===== config.mk =====
export PLATFORM = sky130hd
export DESIGN_NAME = shapool_spi_host
export DESIGN_NICKNAME = d
export VERILOG_FILES = /design/src/rtl/shapool_spi_host.sv
export SDC_FILE = /design/constraint.sdc
export NUM_CORES = 1
export LEC_CHECK = 0
export BUFFER_PORTS_ARGS = -buffer_cell sky130_fd_sc_hd__buf_4
export CAP_MARGIN = 30
export CORE_MARGIN = 5
export CORE_UTILIZATION = 44
export DETAILED_ROUTE_END_ITERATION = 8
export HOLD_SLACK_MARGIN = 0.02
export MAX_ROUTING_LAYER = met4
export PLACE_DENSITY = 0.71
export SYNTH_ARGS = -nofsm -noshare
export SYNTH_HDL_FRONTEND = slang
export SYNTH_SLANG_ARGS = --single-unit

===== constraint.sdc =====
create_clock -name clk -period 1.7 [get_ports clk]
set_input_delay 0.34 -clock clk [delete_from_list [all_inputs] [get_ports clk]]
set_output_delay 0.34 -clock clk [all_outputs]
set_load 0.05 [all_outputs]

===== src/rtl/shapool_spi_host.sv =====
// SPI Mode 0 host for the shapool external_io ports.
// Three transfers: a job config goes out on SPI0, a device config goes out
// on SPI1, and a result word comes in on SPI1. Data moves MSB first. The
// slave changes its data on falling sck, and the host samples on rising sck.
module shapool_spi_host #(
    parameter int JOB_CONFIG_WIDTH    = 8,
    parameter int DEVICE_CONFIG_WIDTH = 8,
    parameter int RESULT_WIDTH        = 40,
    parameter int SCK_HALF_PERIOD     = 3
) (
    input  logic                           clk,
    input  logic                           reset_n,
    input  logic                           start_job,
    input  logic                           start_device,
    input  logic                           start_read,
    input  logic [JOB_CONFIG_WIDTH-1:0]    job_config_in,
    input  logic [DEVICE_CONFIG_WIDTH-1:0] device_config_in,
    output logic                           busy,
    output logic                           done,
    output logic [RESULT_WIDTH-1:0]        result_out,
    output logic                           result_valid,
    output logic                           sck0,
    output logic                           sdi0,
    output logic                           cs0_n,
    output logic                           sck1,
    output logic                           sdi1,
    output logic                           cs1_n,
    input  logic                           sdo1
);

    // The transmit register is shared by both config ports and left-aligned,
    // so its MSB is always the next bit on the wire.
    localparam int TX_W  = (JOB_CONFIG_WIDTH > DEVICE_CONFIG_WIDTH) ?
                           JOB_CONFIG_WIDTH : DEVICE_CONFIG_WIDTH;
    localparam int MAX_N = (TX_W > RESULT_WIDTH) ? TX_W : RESULT_WIDTH;
    localparam int CNT_W = $clog2(MAX_N + 1);
    localparam int DIV_W = $clog2(SCK_HALF_PERIOD + 1);

    localparam logic [CNT_W-1:0] N_JOB  = CNT_W'(JOB_CONFIG_WIDTH);
    localparam logic [CNT_W-1:0] N_DEV  = CNT_W'(DEVICE_CONFIG_WIDTH);
    localparam logic [CNT_W-1:0] N_READ = CNT_W'(RESULT_WIDTH);

    // SETUP is loaded with the full half period. Because the load happens on
    // the accept edge, SETUP lasts one extra cycle. The other phases last
    // exactly one half period.
    localparam logic [DIV_W-1:0] DIV_SETUP = DIV_W'(SCK_HALF_PERIOD);
    localparam logic [DIV_W-1:0] DIV_PHASE = DIV_W'(SCK_HALF_PERIOD - 1);

    typedef enum logic [2:0] {IDLE, SETUP, HIGH, LOW, HOLD} state_t;

    state_t             state;
    logic [DIV_W-1:0]   div;
    logic [CNT_W-1:0]   bits_left;
    logic [TX_W-1:0]    tx_sr;
    logic [RESULT_WIDTH-1:0] rx_sr;
    logic               on_spi1;
    logic               is_read;

    // Transfer sequencer. All SPI pins and status outputs are registered here.
    always_ff @(posedge clk or negedge reset_n) begin
        if (!reset_n) begin
            state        <= IDLE;
            div          <= '0;
            bits_left    <= '0;
            tx_sr        <= '0;
            rx_sr        <= '0;
            on_spi1      <= 1'b0;
            is_read      <= 1'b0;
            busy         <= 1'b0;
            done         <= 1'b0;
            result_out   <= '0;
            result_valid <= 1'b0;
            sck0         <= 1'b0;
            sdi0         <= 1'b0;
            cs0_n        <= 1'b1;
            sck1         <= 1'b0;
            sdi1         <= 1'b0;
            cs1_n        <= 1'b1;
        end else begin
            done <= 1'b0;
            case (state)
                IDLE: begin
                    if (start_job || start_device || start_read) begin
                        busy  <= 1'b1;
                        state <= SETUP;
                        div   <= DIV_SETUP;
                        if (start_job) begin
                            tx_sr     <= TX_W'(job_config_in) << (TX_W - JOB_CONFIG_WIDTH);
                            bits_left <= N_JOB;
                            on_spi1   <= 1'b0;
                            is_read   <= 1'b0;
                            cs0_n     <= 1'b0;
                            sdi0      <= job_config_in[JOB_CONFIG_WIDTH-1];
                        end else if (start_device) begin
                            tx_sr     <= TX_W'(device_config_in) << (TX_W - DEVICE_CONFIG_WIDTH);
                            bits_left <= N_DEV;
                            on_spi1   <= 1'b1;
                            is_read   <= 1'b0;
                            cs1_n     <= 1'b0;
                            sdi1      <= device_config_in[DEVICE_CONFIG_WIDTH-1];
                        end else begin
                            rx_sr        <= '0;
                            bits_left    <= N_READ;
                            on_spi1      <= 1'b1;
                            is_read      <= 1'b1;
                            cs1_n        <= 1'b0;
                            sdi1         <= 1'b0;
                            result_valid <= 1'b0;
                        end
                    end
                end
                SETUP, LOW: begin
                    if (div != '0) begin
                        div <= div - 1'b1;
                    end else begin
                        // Rising sck edge: the slave's bit has been stable for a
                        // half period, so it is safe to capture it now.
                        state     <= HIGH;
                        div       <= DIV_PHASE;
                        bits_left <= bits_left - 1'b1;
                        if (on_spi1) sck1 <= 1'b1;
                        else         sck0 <= 1'b1;
                        if (is_read) rx_sr <= {rx_sr[RESULT_WIDTH-2:0], sdo1};
                    end
                end
                HIGH: begin
                    if (div != '0) begin
                        div <= div - 1'b1;
                    end else begin
                        sck0 <= 1'b0;
                        sck1 <= 1'b0;
                        div  <= DIV_PHASE;
                        if (bits_left == '0) begin
                            state <= HOLD;
                        end else begin
                            // Falling sck edge: present the next bit.
                            state <= LOW;
                            tx_sr <= {tx_sr[TX_W-2:0], 1'b0};
                            if (!is_read) begin
                                if (on_spi1) sdi1 <= tx_sr[TX_W-2];
                                else         sdi0 <= tx_sr[TX_W-2];
                            end
                        end
                    end
                end
                HOLD: begin
                    if (div != '0) begin
                        div <= div - 1'b1;
                    end else begin
                        state <= IDLE;
                        busy  <= 1'b0;
                        done  <= 1'b1;
                        cs0_n <= 1'b1;
                        cs1_n <= 1'b1;
                        sdi0  <= 1'b0;
                        sdi1  <= 1'b0;
                        if (is_read) begin
                            result_out   <= rx_sr;
                            result_valid <= 1'b1;
                        end
                    end
                end
                default: state <= IDLE;
            endcase
        end
    end

endmodule

-- After elaboration in Yosys (flattened, before gate mapping)
Index checks and enable logic that the tools add are counted.
- register bits after elaboration: 109
- output and inout bits: 49
- $add $sub $neg: 2
- equal/unequal tests: 21
- multiplexer cells: 69
- bitwise operators: 1
- reduce and logical (&&, ||, !) cells: 28
- operators by type and width (kind ; number):
    $mux 40 ; 5
    $pmux 40 s2 ; 1
    $mux 7 ; 5
    $mux 1 ; 34
    $ne 2x2->1 const B ; 16
    $mux 6 ; 4
    $reduce_and 4->1 ; 5
    $reduce_and 8->1 ; 2
    $mux 3 ; 5
    $pmux 7 s2 ; 1
    $pmux 1 s2 ; 6
    $pmux 3 s4 ; 1
    $pmux 6 s2 ; 1
    $reduce_and 3->1 ; 4
    $reduce_and 6->1 ; 2
    $reduce_bool 2->1 ; 5
    $eq 3x2->1 const B ; 2
    $logic_not 6->1 ; 1
    $mux 2 ; 3
    $pmux 1 s3 ; 2
    $pmux 2 s3 ; 1
    $reduce_bool 3->1 ; 2
    $sub 6x1->6 const B ; 1
    $reduce_and 5->1 ; 1
    other kinds (10) ; 11

-- Depth between registers and ports, before layout
- depth after elaboration: 5
- gate-level depth with buffers: 7
- gate-level depth less buffers: 7

-- Worst setup path before layout
Ideal clock, no wire load.
- kind: register to register
- from: register div[0]
- to: register tx_sr[6]
- arrival: 1.644 ns
- setup slack: -0.023 ns
- cell stages (with the launch flop): 7
- path buffers: 0
- cell sequence: dfrtp_1 inv_1 ha_1 inv_1 a2111oi_4 o21a_4 a2bb2oi_1
- longest elaborated chain between the ends: 3
- RTL lines (what ; RTL line ; RTL):
    start: declaration ; 52 ; logic [DIV_W-1:0] div;
    start signal: assignment ; 114 ; div <= div - 1'b1;
    start signal: assignment ; 128 ; div <= div - 1'b1;
    start signal: assignment ; 148 ; div <= div - 1'b1;
    $reduce_bool 2->1 ; 127 ; if (div != '0) begin
    $ne 2x2->1 (no line) ; n/a ;
    $reduce_and 5->1 (no line) ; n/a ;
    end signal: assignment ; 88 ; tx_sr <= TX_W'(job_config_in) << (TX_W - JOB_CONFIG_WIDTH);
    end signal: assignment ; 95 ; tx_sr <= TX_W'(device_config_in) << (TX_W - DEVICE_CONFIG_WIDTH);
    end signal: assignment ; 138 ; tx_sr <= {tx_sr[TX_W-2:0], 1'b0};
    end: declaration ; 54 ; logic [TX_W-1:0] tx_sr;
Every way passes these cells.
A chain may end at the register's enable or synchronous reset.

-- Worst setup path after layout
- from: register state[1]
- to: register tx_sr[3]
- longest elaborated chain between the ends: 3
- RTL lines (what ; RTL line ; RTL):
    start: declaration ; 51 ; state_t state;
    start signal: assignment ; 62 ; state <= IDLE;
    start signal: assignment ; 85 ; state <= SETUP;
    start signal: assignment ; 118 ; state <= HIGH;
    $eq 3x2->1 / $logic_not 3->1 (equally long branches) ; 81 ; case (state)
    $ne 2x2->1 (no line), or another cell as far along ; n/a ;
    $reduce_and 5->1 (no line) ; n/a ;
Several ways; a longest one is shown, not always the timed one.

==> results.md <==
* Initial antenna violation count at 0
* RSZ-0062 raised after global routing: true
* N_diodes at 0
* Lkg Pwr at between 2 and 3 nW
* Startpoint types: register
* # IOs at 71
* Clock power frac at between 20% and 30%
* Crit share post-route at 95.26%
* Final hold violations at 0
* First-pass GRT wire length at around 16,000 um
* Fmax at 617.5 MHz
* Post-Route Utilization at between 50% and 60%
* Sw frac at between 30% and 40%
* Max Slew Vio Count at 0
* H-Tree Depth at 3
* Remaining Overflow, GRT at 0
* Pwr/cell area at 1311 mW/mm^2
* Fillers at 854
* Worst-Skew Late Latency at roughly 360 ps
* Worst Skew at 14.30 ps
* Maximum VDD drop at 0.6052 mV
* Clk Tree Root Cell: clkbuf_8
* Min-delay worst type: in2reg
* # Max-Cap Violations at 0
* Critical path class: reg2reg
* Vias at 3,175
* Comb pwr share at 36.9%
* DRT Pass-1 Iters at 4
* CTS tree: built
* Dpl ws at 26.06 ps
* Slew at the pin closest to its max-slew limit at 421.9 ps
* Mean post-synth cell area at around 13 sq um
* Largest net degree at the start of global routing at 50
* Finish-stage setup viols at 0
* Post-route ant nets at 0
* Min Tclk post-route at ~1600 ps
* Iteration-0 DRC Markers at 178
* Sequential fraction of design power at 42.8%
* Synth Register Bits at 109
* All-layer global routing usage at roughly 16%
* Cell area after layout at ~0.0058 sq mm
* Critical path endpoint category: register
* Overall power at 7.557 mW
* Placed Instance Area at approximately 0.0055 sq mm
* Cell total after placement at 571
* Required time worst endpoint at 1940 ps
* Final non-filler cell total at slightly below 600
* Die height at between 100 and 150 um
* Floorplan row count at 37
* Core box area at between 0.01 and 0.015 sq mm
* Share of layout cells above drive strength 1 at between 40% and 50%
* Post-DR vias/cell at 5.381
* P_int at around 4.8 mW
* Vias in the first global route at 3,275
* Slew margin rel. at 71.65%
* Syn Nets at approximately 370
* Cts bufs inserted at 9
* Post-Route WL at 9237 um
* EDFF count, synth at 0
* Distinct cell type count after synthesis at 50
* Crit path DAT at roughly 1900 ps
* Synth warnings at 0
* Status: finished clean
* Die Wd at 111.8 um
* DRC violations left at 0
* Starting Density at between 40% and 50%
* IO buf count at 70
* Clock Sink Count at 109
* Drt wl/cell at 15.66 um
* Layout Nets at about 470
* Synth Instances at 349
* Async SR Flop Fraction at 100.0%
* Switching Power at 2.737 mW
* Buffer depth of the longest clock path at 2
* Final WS setup at 80.50 ps
* Crit Path Max Fanout at 9
* Seq/Total Area, Yosys at 59.91%
* Synth-to-layout area growth at 26.50%
* Reg clk slew, reported paths at 110 ps
* Mapped cell area at approximately 0.0046 sq mm
* DP Wirelength at 6578 um
* Top FF cell, synth: dfrtp_1
* Die area at 0.01249 sq mm
* Final Wtd Congestion at 0.8574
## metal layers
metal | vias up | GRT usage (%) | part of all wire, %
li1 | 1501 | - | -
met1 | 1615 | 20.64 | 46
met2 | 53 | 25.18 | 51
met3 | 6 | 2.174 | 2.5
met4 | 0 | 5.353 | 0.92
met5 | - | - | 0
## cells in the mapped netlist, types with 2 or more instances
cell type    n  area (sq um)
dfrtp_1    107          2678
a22o_1      41         359.1
mux2_2      36         405.4
nand2_1     17         63.81
buf_2       16         80.08
nor2_1      15         56.30
mux2_1      11         123.9
a21oi_1      9         45.04
o22ai_1      9         56.30
inv_1        8         30.03
o21ai_0      8         40.04
a2bb2oi_1    7         61.31
nand3_1      5         25.02
nor2b_1      4         25.02
a311oi_1     3         26.28
clkbuf_1     3         11.26
ha_1         3         37.54
nor3_1       3         15.01
a211oi_1     2         15.01
a21o_1       2         15.01
a32oi_1      2         17.52
and3_1       2         12.51
buf_4        2         15.01
dfstp_2      2         52.55
nor3_2       2         20.02
o31ai_1      2         15.01
o41ai_1      2         17.52
or3_1        2         12.51
xnor2_1      2         17.52
xor2_1       2         17.52
## metrics by stage
stage                     TNS [ps]  hold slack, ps
after CTS                        0           190.9
after floorplan                  0           44.41
after global placement           0           288.0
final                            0           206.9
after detailed placement         0           292.8
after global routing        -144.9           181.8
## worst max-delay path, stage by stage, from the launching register on
cell       delay [ps]
dfrtp_1           490
buf_4             220
nor3b_4           200
a21bo_2           280
o22ai_1           210
a2bb2oi_2          90
## cell type report
type	instances	area (sq um)	area share, %
Sequential cell	109	2731	47.38
Multi-Input combinational cell	210	1752	30.39
Timing Repair Buffer	111	885.9	15.37
Tap cell	136	170.2	2.952
Clock buffer	10	137.6	2.388
Clock inverter	6	57.56	0.9985
Inverter	8	30.03	0.5209
## registers in the layout (all words and copies together) (netlist names), 2 cells and up
register	cells
rx_sr	40
state	3
div	2
result_out	40
tx_sr	7
bits_left	6
## layout by cell type (no fill, tap or decap), drive strengths merged, types with 3 or more instances in the layout
cell type / Yosys / routed
a311oi: 3 / 3
inv: 8 / 13
o22ai: 9 / 9
a2bb2oi: 7 / 7
nand2: 17 / 17
buf: 19 / 110
ha: 3 / 3
nor2b: 4 / 4
dfrtp: 107 / 107
a21oi: 9 / 9
mux2: 47 / 47
nor2: 16 / 16
nand3: 5 / 5
o21ai: 9 / 9
clkbuf: 3 / 10
a22o: 41 / 41
nor3: 5 / 5
## cell families (layout without fill, tap and decap cells)
family          count (synthesis)  in the layout  synth area share, %
buf+inv                        30            135                3.075
simple gates                   58             58                6.645
xor+xnor                        4              4               0.7689
compound gates                 97             97                16.94
mux                            48             48                11.83
fa+ha+maj                       3              3               0.8238
flops                         109            109                59.91
## power by group through the flow
stage	logic (mW)	registers (mW)	clock network (mW)
2_1_floorplan	1.50	3.42	0
3_3_place_gp	2.53	3.25	0
3_5_place_dp	2.60	3.25	0
4_1_cts	2.62	3.21	1.59
5_1_grt	3.05	3.28	1.71
6_report	2.79	3.23	1.53
## repair_timing
item / CTS / global route
resized for setup: 1 / 15
cloned: 0 / 0
buffers inserted: 0 / 2
endpoints found under the hold margin: 24 / 0
setup endpoints to repair: 1 / 74
pin swaps: 0 / 2
hold buffers: 1 / 0
## worst paths after layout
| path | startpoint | to | slack [ps] | cells past startpoint |
|---|---|---|---|---|
| max | state[1]$_DFFE_PN0P_ | tx_sr[3]$_DFFE_PN0P_ | 80 | 5 |
| min | sdo1 | rx_sr[0]$_DFFE_PN0P_ | 210 | 2 |
| max reg2reg | state[1]$_DFFE_PN0P_ | tx_sr[3]$_DFFE_PN0P_ | 80 | 5 |
| min reg2reg | cs0_n$_DFFE_PN1P_ | cs0_n$_DFFE_PN1P_ | 480 | 2 |
| max in group asynchronous | reset_n | cs1_n$_DFFE_PN1P_ | 630 | 3 |
| min in group asynchronous | reset_n | result_out[2]$_DFFE_PN0P_ | 430 | 2 |
Power figures use the tool's default switching activity.
